File: src/rtl/mem_ctrl.sv
`default_nettype none
// +--------------------------------------------------------------------------+
// | Module   : mem_ctrl                                                      |
// | Brief    : Byte-serial RAM port shared by instruction fetch and MEM ops   |
// | Revision : 1.0 - initial release                                          |
// +--------------------------------------------------------------------------+
module mem_ctrl (
    input  logic        clk_in,
    input  logic        rst_in,
    input  logic        rdy_in,
    input  logic        io_buffer_full_in,
    input  logic        if_req_in,
    input  logic [31:0] if_addr_in,
    input  logic        if_cancel_in,
    output logic        if_done_out,
    output logic [31:0] if_inst_out,
    input  logic        mem_req_in,
    input  logic        mem_we_in,
    input  logic [31:0] mem_addr_in,
    input  logic [1:0]  mem_width_in,
    input  logic [31:0] mem_wdata_in,
    output logic        mem_done_out,
    output logic [31:0] mem_rdata_out,
    output logic        mc_busy_out,
    input  logic [7:0]  mem_din,
    output logic [7:0]  mem_dout,
    output logic [31:0] mem_a,
    output logic        mem_wr
);

    localparam logic [1:0] S_IDLE  = 2'd0;
    localparam logic [1:0] S_READ  = 2'd1;
    localparam logic [1:0] S_WRITE = 2'd2;

    logic [1:0]  r_state;
    logic [1:0]  w_state_nxt;
    logic        r_owner_mem;
    logic [31:0] r_base;
    logic [31:0] r_wdata;
    logic [31:0] r_buf;
    logic [2:0]  r_n;
    logic [2:0]  r_cnt;

    logic        w_grant_mem;
    logic        w_grant_if;
    logic        w_finish;
    logic        w_issue;
    logic        w_cancel;
    logic        w_stall;
    logic        w_grant_stall;
    logic [2:0]  w_n_req;
    logic [1:0]  w_cap_idx;
    logic [7:0]  w_wbyte;
    logic [31:0] w_byte_addr;
    logic [31:0] w_buf_nxt;

    // r_cnt is the index of the next byte address to issue; reads capture
    // two edges behind the address because the RAM has one cycle of latency.
    assign w_byte_addr   = r_base + {29'd0, r_cnt};
    assign w_cap_idx     = r_cnt[1:0] - 2'd2;
    assign w_wbyte       = r_wdata[{r_cnt[1:0], 3'b000} +: 8];
    assign w_n_req       = (mem_width_in == 2'b00) ? 3'd1 :
                           (mem_width_in == 2'b01) ? 3'd2 : 3'd4;
    assign w_stall       = io_buffer_full_in && (w_byte_addr[17:16] == 2'b11);
    assign w_grant_stall = io_buffer_full_in && (mem_addr_in[17:16] == 2'b11);
    assign mc_busy_out   = mem_req_in || ((r_state != S_IDLE) && r_owner_mem);

    always_comb begin
        w_buf_nxt = r_buf;
        w_buf_nxt[{w_cap_idx, 3'b000} +: 8] = mem_din;
    end

    always_comb begin
        w_state_nxt = r_state;
        w_grant_mem = 1'b0;
        w_grant_if  = 1'b0;
        w_finish    = 1'b0;
        w_issue     = 1'b0;
        w_cancel    = 1'b0;
        case (r_state)
            S_IDLE: begin
                if (!if_done_out && !mem_done_out) begin
                    if (mem_req_in) begin
                        w_grant_mem = 1'b1;
                        w_state_nxt = mem_we_in ? S_WRITE : S_READ;
                    end else if (if_req_in && !if_cancel_in) begin
                        w_grant_if  = 1'b1;
                        w_state_nxt = S_READ;
                    end
                end
            end
            S_READ: begin
                if (!r_owner_mem && if_cancel_in) begin
                    w_cancel    = 1'b1;
                    w_state_nxt = S_IDLE;
                end else if (r_cnt == r_n + 3'd1) begin
                    w_finish    = 1'b1;
                    w_state_nxt = S_IDLE;
                end
            end
            S_WRITE: begin
                if (r_cnt == r_n) begin
                    w_finish    = 1'b1;
                    w_state_nxt = S_IDLE;
                end else if (!w_stall) begin
                    w_issue = 1'b1;
                end
            end
            default: w_state_nxt = S_IDLE;
        endcase
    end

    always_ff @(posedge clk_in) begin
        if (rst_in) begin
            r_state       <= S_IDLE;
            r_cnt         <= '0;
            r_n           <= '0;
            r_owner_mem   <= 1'b0;
            r_base        <= '0;
            r_wdata       <= '0;
            r_buf         <= '0;
            mem_a         <= '0;
            mem_dout      <= '0;
            mem_wr        <= 1'b0;
            if_done_out   <= 1'b0;
            mem_done_out  <= 1'b0;
            if_inst_out   <= '0;
            mem_rdata_out <= '0;
        end else if (rdy_in) begin
            r_state      <= w_state_nxt;
            if_done_out  <= 1'b0;
            mem_done_out <= 1'b0;
            case (r_state)
                S_IDLE: begin
                    if (w_grant_mem || w_grant_if) begin
                        r_owner_mem <= w_grant_mem;
                        r_base      <= w_grant_mem ? mem_addr_in : if_addr_in;
                        r_n         <= w_grant_mem ? w_n_req : 3'd4;
                        r_wdata     <= mem_wdata_in;
                        r_buf       <= '0;
                        mem_a       <= w_grant_mem ? mem_addr_in : if_addr_in;
                        r_cnt       <= 3'd1;
                        mem_wr      <= 1'b0;
                        if (w_grant_mem && mem_we_in) begin
                            // The grant edge is already the first byte-issue edge.
                            if (w_grant_stall) begin
                                r_cnt <= 3'd0;
                            end else begin
                                mem_dout <= mem_wdata_in[7:0];
                                mem_wr   <= 1'b1;
                            end
                        end
                    end
                end
                S_READ: begin
                    mem_wr <= 1'b0;
                    if (w_cancel) begin
                        r_cnt <= '0;
                    end else begin
                        r_cnt <= r_cnt + 3'd1;
                        if (r_cnt < r_n) mem_a <= w_byte_addr;
                        if (r_cnt >= 3'd2) r_buf <= w_buf_nxt;
                        if (w_finish) begin
                            r_cnt <= '0;
                            if (r_owner_mem) begin
                                mem_rdata_out <= w_buf_nxt;
                                mem_done_out  <= 1'b1;
                            end else begin
                                if_inst_out <= w_buf_nxt;
                                if_done_out <= 1'b1;
                            end
                        end
                    end
                end
                S_WRITE: begin
                    if (w_finish) begin
                        mem_wr       <= 1'b0;
                        mem_done_out <= 1'b1;
                        r_cnt        <= '0;
                    end else if (w_issue) begin
                        mem_a    <= w_byte_addr;
                        mem_dout <= w_wbyte;
                        mem_wr   <= 1'b1;
                        r_cnt    <= r_cnt + 3'd1;
                    end else begin
                        mem_wr <= 1'b0;
                    end
                end
                default: begin
                    r_cnt  <= '0;
                    mem_wr <= 1'b0;
                end
            endcase
        end
    end

endmodule
`default_nettype wire

File: config.mk
export PLATFORM = sky130hd
export DESIGN_NAME = mem_ctrl
export DESIGN_NICKNAME = d
export VERILOG_FILES = /design/src/rtl/mem_ctrl.sv
export SDC_FILE = /design/constraint.sdc
export NUM_CORES = 1
export LEC_CHECK = 0
export BUFFER_PORTS_ARGS = -buffer_cell sky130_fd_sc_hd__buf_2
export CAP_MARGIN = 10
export CELL_PAD_IN_SITES_DETAIL_PLACEMENT = 1
export CELL_PAD_IN_SITES_GLOBAL_PLACEMENT = 1
export CORE_ASPECT_RATIO = 1.2
export CORE_MARGIN = 2
export CORE_UTILIZATION = 37
export CTS_CLUSTER_DIAMETER = 200
export CTS_CLUSTER_SIZE = 16
export DETAILED_ROUTE_END_ITERATION = 8
export PLACE_DENSITY = 0.86
export SETUP_SLACK_MARGIN = 0.15
export SYNTH_ARGS = -nofsm -noshare
export SYNTH_HDL_FRONTEND = slang
export SYNTH_SLANG_ARGS = --single-unit
File: constraint.sdc
create_clock -name clk_in -period 3.45 [get_ports clk_in]
set_input_delay 0.5175 -clock clk_in [delete_from_list [all_inputs] [get_ports clk_in]]
set_output_delay 0.5175 -clock clk_in [all_outputs]
set_load 0.1 [all_outputs]
==> reports/results.txt, run 1 <==
Die ar.: 0.0288 mm2
Worst Setup End Kind: register
Final antenna-violating net count: 0
RR Startpoint: r_cnt[0]$_SDFFE_PP0P_
Multi-input combinational cell area: 0.00544 mm2
Drt pass-1 iters: 4
Vias post-DR: 9280
Post-synthesis compound-gate area fraction: 0.203
Leak: 4.81 nW
Yosys top cell by area: dfxtp_1
Worst EP required: 3820 ps
Asr flop ratio synth: 0
Tightest Pin Transition: 873 ps
Max FO, Critical Path: 14
Worst rel slew slack: 0.417
DRC errors left: 0
Area delta synth->final: 18.6%
Count of pins over their slew limit: 0
Post-synthesis sequential area ratio: 0.418
Starting Density: 0.376
Sum of negative setup slack: 0 ps
First-pass GRT wire length: 49.3 mm
Simple-Gate Fraction of Synth Area: 0.193
Clock Skew: 21.1 ps
Vias in the first global route: 9471
Min cycle time layout: 3020 ps
Worst Reg2Reg Path Length in Cells: 11
Layout Nets: 1476
Clock Latency Late Sink: 480 ps
Vias per Instance: 5.50
Setup Crit Path Kind: reg -> reg
Largest family of logic cells by synthesized area: compound AO/OA/AOI/OAI gates
Worst EP arrival: 3400 ps
Die W: 155 um
DRT iter0 DRCs: 364
Most frequent cells in the layout: buf_2 (220), dfxtp_1 (212), nand2_1 (153)
Post-Synth Adder-Cell Area: 0.0229
Power per Cell Area: 530 mW/mm2
Hold depth: 3
Num CTS Buffers: 17
Max VDD drop: 0.000331 V
Int Pwr: 4.01 mW
Synth Area per Inst: 8.65 um2
Gate Count Post-Synth: 1172
Clock sink count: 212
Clock-pin slew on the worst setup and hold paths: 70 ps
Switch share: 0.371
Top-area cell type share of the netlist area: 0.418
Cell Rows: 66
RSZ-0062 raised after global routing: no
Number of synthesized flops with an enable pin: 0
Syn_nets: 1304
Filler cells: 3246
Synth warn: 0
Synth area leaders: dfxtp_1 (42%), a211oi_1 (8.7%), mux2i_1 (6.9%), a21oi_1 (5.8%), nand2_1 (5.7%)
Status: completed
Top FF cell, synth: dfxtp_1
FF/Latch Area: 0.00424 mm2
Grt ovf: 0
Commonest non-fill, non-tap cell in the layout: buf_2
Comb power frac: 0.293
Die Ht: 185 um
Mapped cell area: 0.0101 mm2
Clock power frac: 0.277
Max Buffers Root-to-Sink: 3
Register bit count reported by yosys: 212
PortBufs: 221
Fin util: 0.446
Fmax: 331 MHz
Psw: 2.37 mW
Crit start category: register
Flop pwr share: 0.429
Final wirelength: 31.1 mm
R2r setup slk: 430 ps
CTS H-tree depth: 1
Ports: 222
CTS tree: built
Clock root cell: clkbuf_16
Hold EP: r_wdata[9]$_SDFFE_PP0P_
Hold Crit Class: in -> reg
Synth Area in XOR/XNOR: 0.0224
Layout Cells excl Fill: 1688
Unique masters post-synth: 64
Final GP Congestion: 0.844
Placed Instances: 1663
Hold wc startpoint: mem_wdata_in[9]
Routed WL per cell: 18.4 um
Period utilisation layout: 0.876
GRT Overall Usage: 0.210
Fraction of layout cells with a size suffix above 1: 0.216
Largest net degree at the start of global routing: 182
Initial antenna violation count: 4
Mux cell area share after synthesis: 0.0909
Core Area: 0.0270 mm2
Final Hold Fails: 0
Worst r2r dst: mem_a[1]$_SDFFE_PP0P_
Max Cap Viol: 0
Detailed Place HPWL: 22.4 mm
Final setup viols: 0
-- worst max-delay path by stage --
stage,start,end,cells after the start
5_1_grt,r_cnt[0]$_SDFFE_PP0P_,if_inst_out[17]$_SDFFE_PP0P_,9
3_5_place_dp,r_cnt[0]$_SDFFE_PP0P_,mem_a[13]$_SDFFE_PP0P_,10
2_1_floorplan,r_cnt[1]$_SDFFE_PP0P_,mem_a[1]$_SDFFE_PP0P_,9
4_1_cts,r_cnt[0]$_SDFFE_PP0P_,mem_a[1]$_SDFFE_PP0P_,11
3_3_place_gp,r_base[0]$_SDFFE_PP0P_,mem_a[7]$_SDFFE_PP0P_,10
6_report,r_cnt[0]$_SDFFE_PP0P_,mem_a[1]$_SDFFE_PP0P_,11
-- power groups by stage --
stage / clock network [mW] / logic [mW] / registers [mW]
after floorplan: 0 / 0.800 / 3.39
after global placement: 0 / 1.80 / 2.78
after detailed placement: 0 / 1.84 / 2.79
after CTS: 1.83 / 1.88 / 2.74
after global routing: 1.92 / 1.99 / 2.76
final: 1.77 / 1.87 / 2.74
-- cells in the mapped netlist (10+ instances only) --
| library cell | number |
|---|---|
| ha_1 | 17 |
| or3_1 | 35 |
| a21oi_1 | 118 |
| xor2_1 | 13 |
| nor2_1 | 118 |
| o21ai_0 | 22 |
| clkbuf_1 | 61 |
| nor2b_1 | 36 |
| dfxtp_1 | 212 |
| o211ai_1 | 16 |
| inv_1 | 20 |
| xnor2_1 | 13 |
| nand3_1 | 14 |
| nor4_1 | 10 |
| a211oi_1 | 117 |
| mux2i_1 | 70 |
| buf_1 | 10 |
| buf_2 | 13 |
| nand2_1 | 153 |
-- worst max-delay path, stage by stage (launching register included) --
cell	delay (ps)
dfxtp_1	350
buf_4	240
inv_1	180
ha_1	340
and3_1	260
nand3_1	160
o31ai_4	160
nor4_1	490
a31oi_4	150
buf_12	170
buf_12	130
mux2_4	280
-- sequential cells by signal, summed over array words and instances, names as in the netlist --
register and count:
if_inst_out 32, mem_a 32, mem_rdata_out 32, r_base 32, r_buf 32, r_wdata 32, mem_dout 8, r_cnt 3
r_n 3, r_state 2, if_done_out 1, mem_done_out 1, mem_wr 1, r_owner_mem 1
-- kinds of logic after synthesis --
group | Yosys count
simple gates | 417
compound gates | 307
flops | 212
buf+inv | 111
mux | 81
xor+xnor | 26
fa+ha+maj | 18
-- metal layers --
metal,part of all wire,vias to the layer above,global-route usage
met4,0.034,0,0.0815
met2,0.50,237,0.379
met1,0.42,4458,0.252
li1,-,4519,-
met3,0.043,66,0.0283
met5,0,-,0
-- timing repair --
item                                   4_1_cts  5_1_grt
gates cloned                                 0        0
endpoints found under the hold margin        0        0
buffers inserted                             2        0
gates resized for setup                      0        3
pin swaps                                    1        0
hold buffers                                 0        0
setup endpoints to repair                   25       13
-- metrics by stage --
stage / power, mW / setup slack, ps / hold WS (ps) / instance area [um2]
3_3_place_gp: 4.58 / 243 / 433 / 11500
6_report: 6.38 / 426 / 280 / 12000
3_5_place_dp: 4.63 / 127 / 441 / 11500
4_1_cts: 6.44 / 314 / 254 / 12000
2_1_floorplan: 4.19 / 325 / 427 / 10100
5_1_grt: 6.67 / 182 / 267 / 12000
-- area by class of cell --
class | count | area share
Antenna cell | 5 | 0.00104
Clock buffer | 17 | 0.0354
Inverter | 21 | 0.00655
Timing Repair Buffer | 243 | 0.116
Clock inverter | 1 | 0.00135
Multi-Input combinational cell | 849 | 0.452
Sequential cell | 212 | 0.353
Tap cell | 340 | 0.0354
Power figures use the tool's default switching activity.
==> inputs of run 2 (changes only) <==
--- a/config.mk
+++ b/config.mk
@@ -10,11 +10,11 @@
 export CELL_PAD_IN_SITES_DETAIL_PLACEMENT = 1
 export CELL_PAD_IN_SITES_GLOBAL_PLACEMENT = 1
 export CORE_ASPECT_RATIO = 1.2
-export CORE_MARGIN = 2
 export CORE_UTILIZATION = 37
 export CTS_CLUSTER_DIAMETER = 200
 export CTS_CLUSTER_SIZE = 16
 export DETAILED_ROUTE_END_ITERATION = 8
+export MAX_ROUTING_LAYER = met4
 export PLACE_DENSITY = 0.86
 export SETUP_SLACK_MARGIN = 0.15
 export SYNTH_ARGS = -nofsm -noshare
==> run 2 against run 1 <==
  * Critical path depth fell by 1
  * Fmax down 3.3%
  * Non-clock buffer count is 1 higher
  * Setup slack got worse by 100 ps
  * Sequential cell count unchanged
  * Largest cell class unchanged
  * Clock skew rose by 13 ps
  * Utilization shrank 0.24 points
==> reports/results.txt, run 2 (synthesis gave the netlist of run 1 again) <==
Status: completed
Clock Latency Late Sink: 500 ps
PortBufs: 221
Clock root cell: clkbuf_16
Ports: 222
Final antenna-violating net count: 0
Hold Crit Class: in -> reg
Fraction of layout cells with a size suffix above 1: 0.217
GRT met3 Usage: 0.0293
Routed WL per cell: 18.3 um
Commonest non-fill, non-tap cell in the layout: buf_2
Final worst slack: 323 ps
FF/Latch Area: 0.00424 mm2
Clock Skew: 34.2 ps
GRT Overall Usage: 0.220
First-pass GRT wire length: 48.6 mm
Vias in the first global route: 9372
CTS H-tree depth: 1
Fmax: 320 MHz
Final setup viols: 0
Sum of negative setup slack: 0 ps
Die ar.: 0.0281 mm2
Worst EP arrival: 3520 ps
Filler cells: 3243
RSZ-0062 raised after global routing: no
Vias per Instance: 5.47
Max Cap Viol: 0
Met1 GRT Util: 0.245
DRT iter0 DRCs: 381
Clock-pin slew on the worst setup and hold paths: 70 ps
Final GP Congestion: 0.860
Largest net degree at the start of global routing: 70
Worst Reg2Reg Path Length in Cells: 10
Starting Density: 0.376
Max Buffers Root-to-Sink: 3
Hold depth: 3
Launch point of the worst path: r_cnt[0]$_SDFFE_PP0P_
Worst r2r dst: mem_a[8]$_SDFFE_PP0P_
Clock sink count: 212
GR Layer Usage met2: 0.397
Initial antenna violation count: 5
Final Hold Fails: 0
CTS tree: built
Cell Rows: 66
Most frequent cells in the layout: buf_2 (220), dfxtp_1 (212), nand2_1 (153)
Area delta synth->final: 18.0%
Pre-CTS setup slack: 217 ps
Gr busiest metal: met2
Vias post-DR: 9231
Worst EP required: 3840 ps
Leak: 4.78 nW
Period utilisation layout: 0.906
Fin util: 0.443
Max VDD drop: 0.000419 V
Worst rel slew slack: 0.477
Power per Cell Area: 529 mW/mm2
Die Ht: 183 um
Setup Crit Path Kind: reg -> reg
Count of pins over their slew limit: 0
Hold_buf cts: 0
Worst Setup End Kind: register
Hold EP: r_wdata[9]$_SDFFE_PP0P_
Final hold slack: 283 ps
Final Instance Area: 0.0120 mm2
Final wirelength: 30.9 mm
R2r setup slk: 320 ps
Hold wc startpoint: mem_wdata_in[9]
Core Area: 0.0270 mm2
Layout Nets: 1477
RR Startpoint: r_cnt[0]$_SDFFE_PP0P_
Detailed Place HPWL: 22.3 mm
Crit start category: register
DRC errors left: 0
Min cycle time layout: 3130 ps
Max FO, Critical Path: 11
Die W: 153 um
Num CTS Buffers: 17
Tightest Pin Transition: 784 ps
Grt ovf: 0
Multi-input combinational cell area: 0.00544 mm2
Placed cell area: 0.0115 mm2
Drt pass-1 iters: 4
-- run 2: final cells by class --
| cell class | instances | share of cell area |
|---|---|---|
| flip-flops and latches | 212 | 0.355 |
| inverters | 21 | 0.00659 |
| clock inverters | 1 | 0.00136 |
| repair buffers | 244 | 0.111 |
| multi-input cells | 849 | 0.454 |
| diodes | 5 | 0.00105 |
| clock buffers | 17 | 0.0356 |
| well taps | 340 | 0.0356 |
-- run 2: worst max-delay path, stage by stage (launching register included) --
cell and delay, ps:
dfxtp_1 340, ha_1 170, inv_1 60, fa_1 410, nor2b_2 250, o2111ai_4 190, or3_4 400, a22o_4 340
a31oi_4 300, buf_4 300, mux2i_1 270
-- run 2: metal layers --
layer  vias up  share of wire
li1       4499              -
met5         -              0
met4         0          0.029
met1      4464           0.42
met3        57          0.035
met2       211           0.52
-- run 2: worst max-delay path by stage --
stage | to | depth (start not counted)
2_1_floorplan | mem_a[1]$_SDFFE_PP0P_ | 9
3_3_place_gp | mem_a[25]$_SDFFE_PP0P_ | 10
3_5_place_dp | mem_a[28]$_SDFFE_PP0P_ | 10
4_1_cts | mem_a[28]$_SDFFE_PP0P_ | 10
5_1_grt | mem_a[8]$_SDFFE_PP0P_ | 10
6_report | mem_a[8]$_SDFFE_PP0P_ | 10
-- run 2: per-stage QoR --
stage	instances	power (mW)
after floorplan	1172	4.19
after global placement	1666	4.56
after detailed placement	1666	4.61
after CTS	1684	6.39
after global routing	1689	6.61
final	1689	6.33
-- run 2: power breakdown --
group          switching, mW  internal, mW
combinational           1.35         0.479
clock                  0.881         0.885
sequential             0.130          2.61
total                   2.36          3.97
-- run 2: what timing repair did --
item / 4_1_cts / 5_1_grt
buffers inserted: 0 / 0
gates resized for setup: 0 / 2
setup endpoints to repair: 0 / 21
endpoints found under the hold margin: 0 / 0
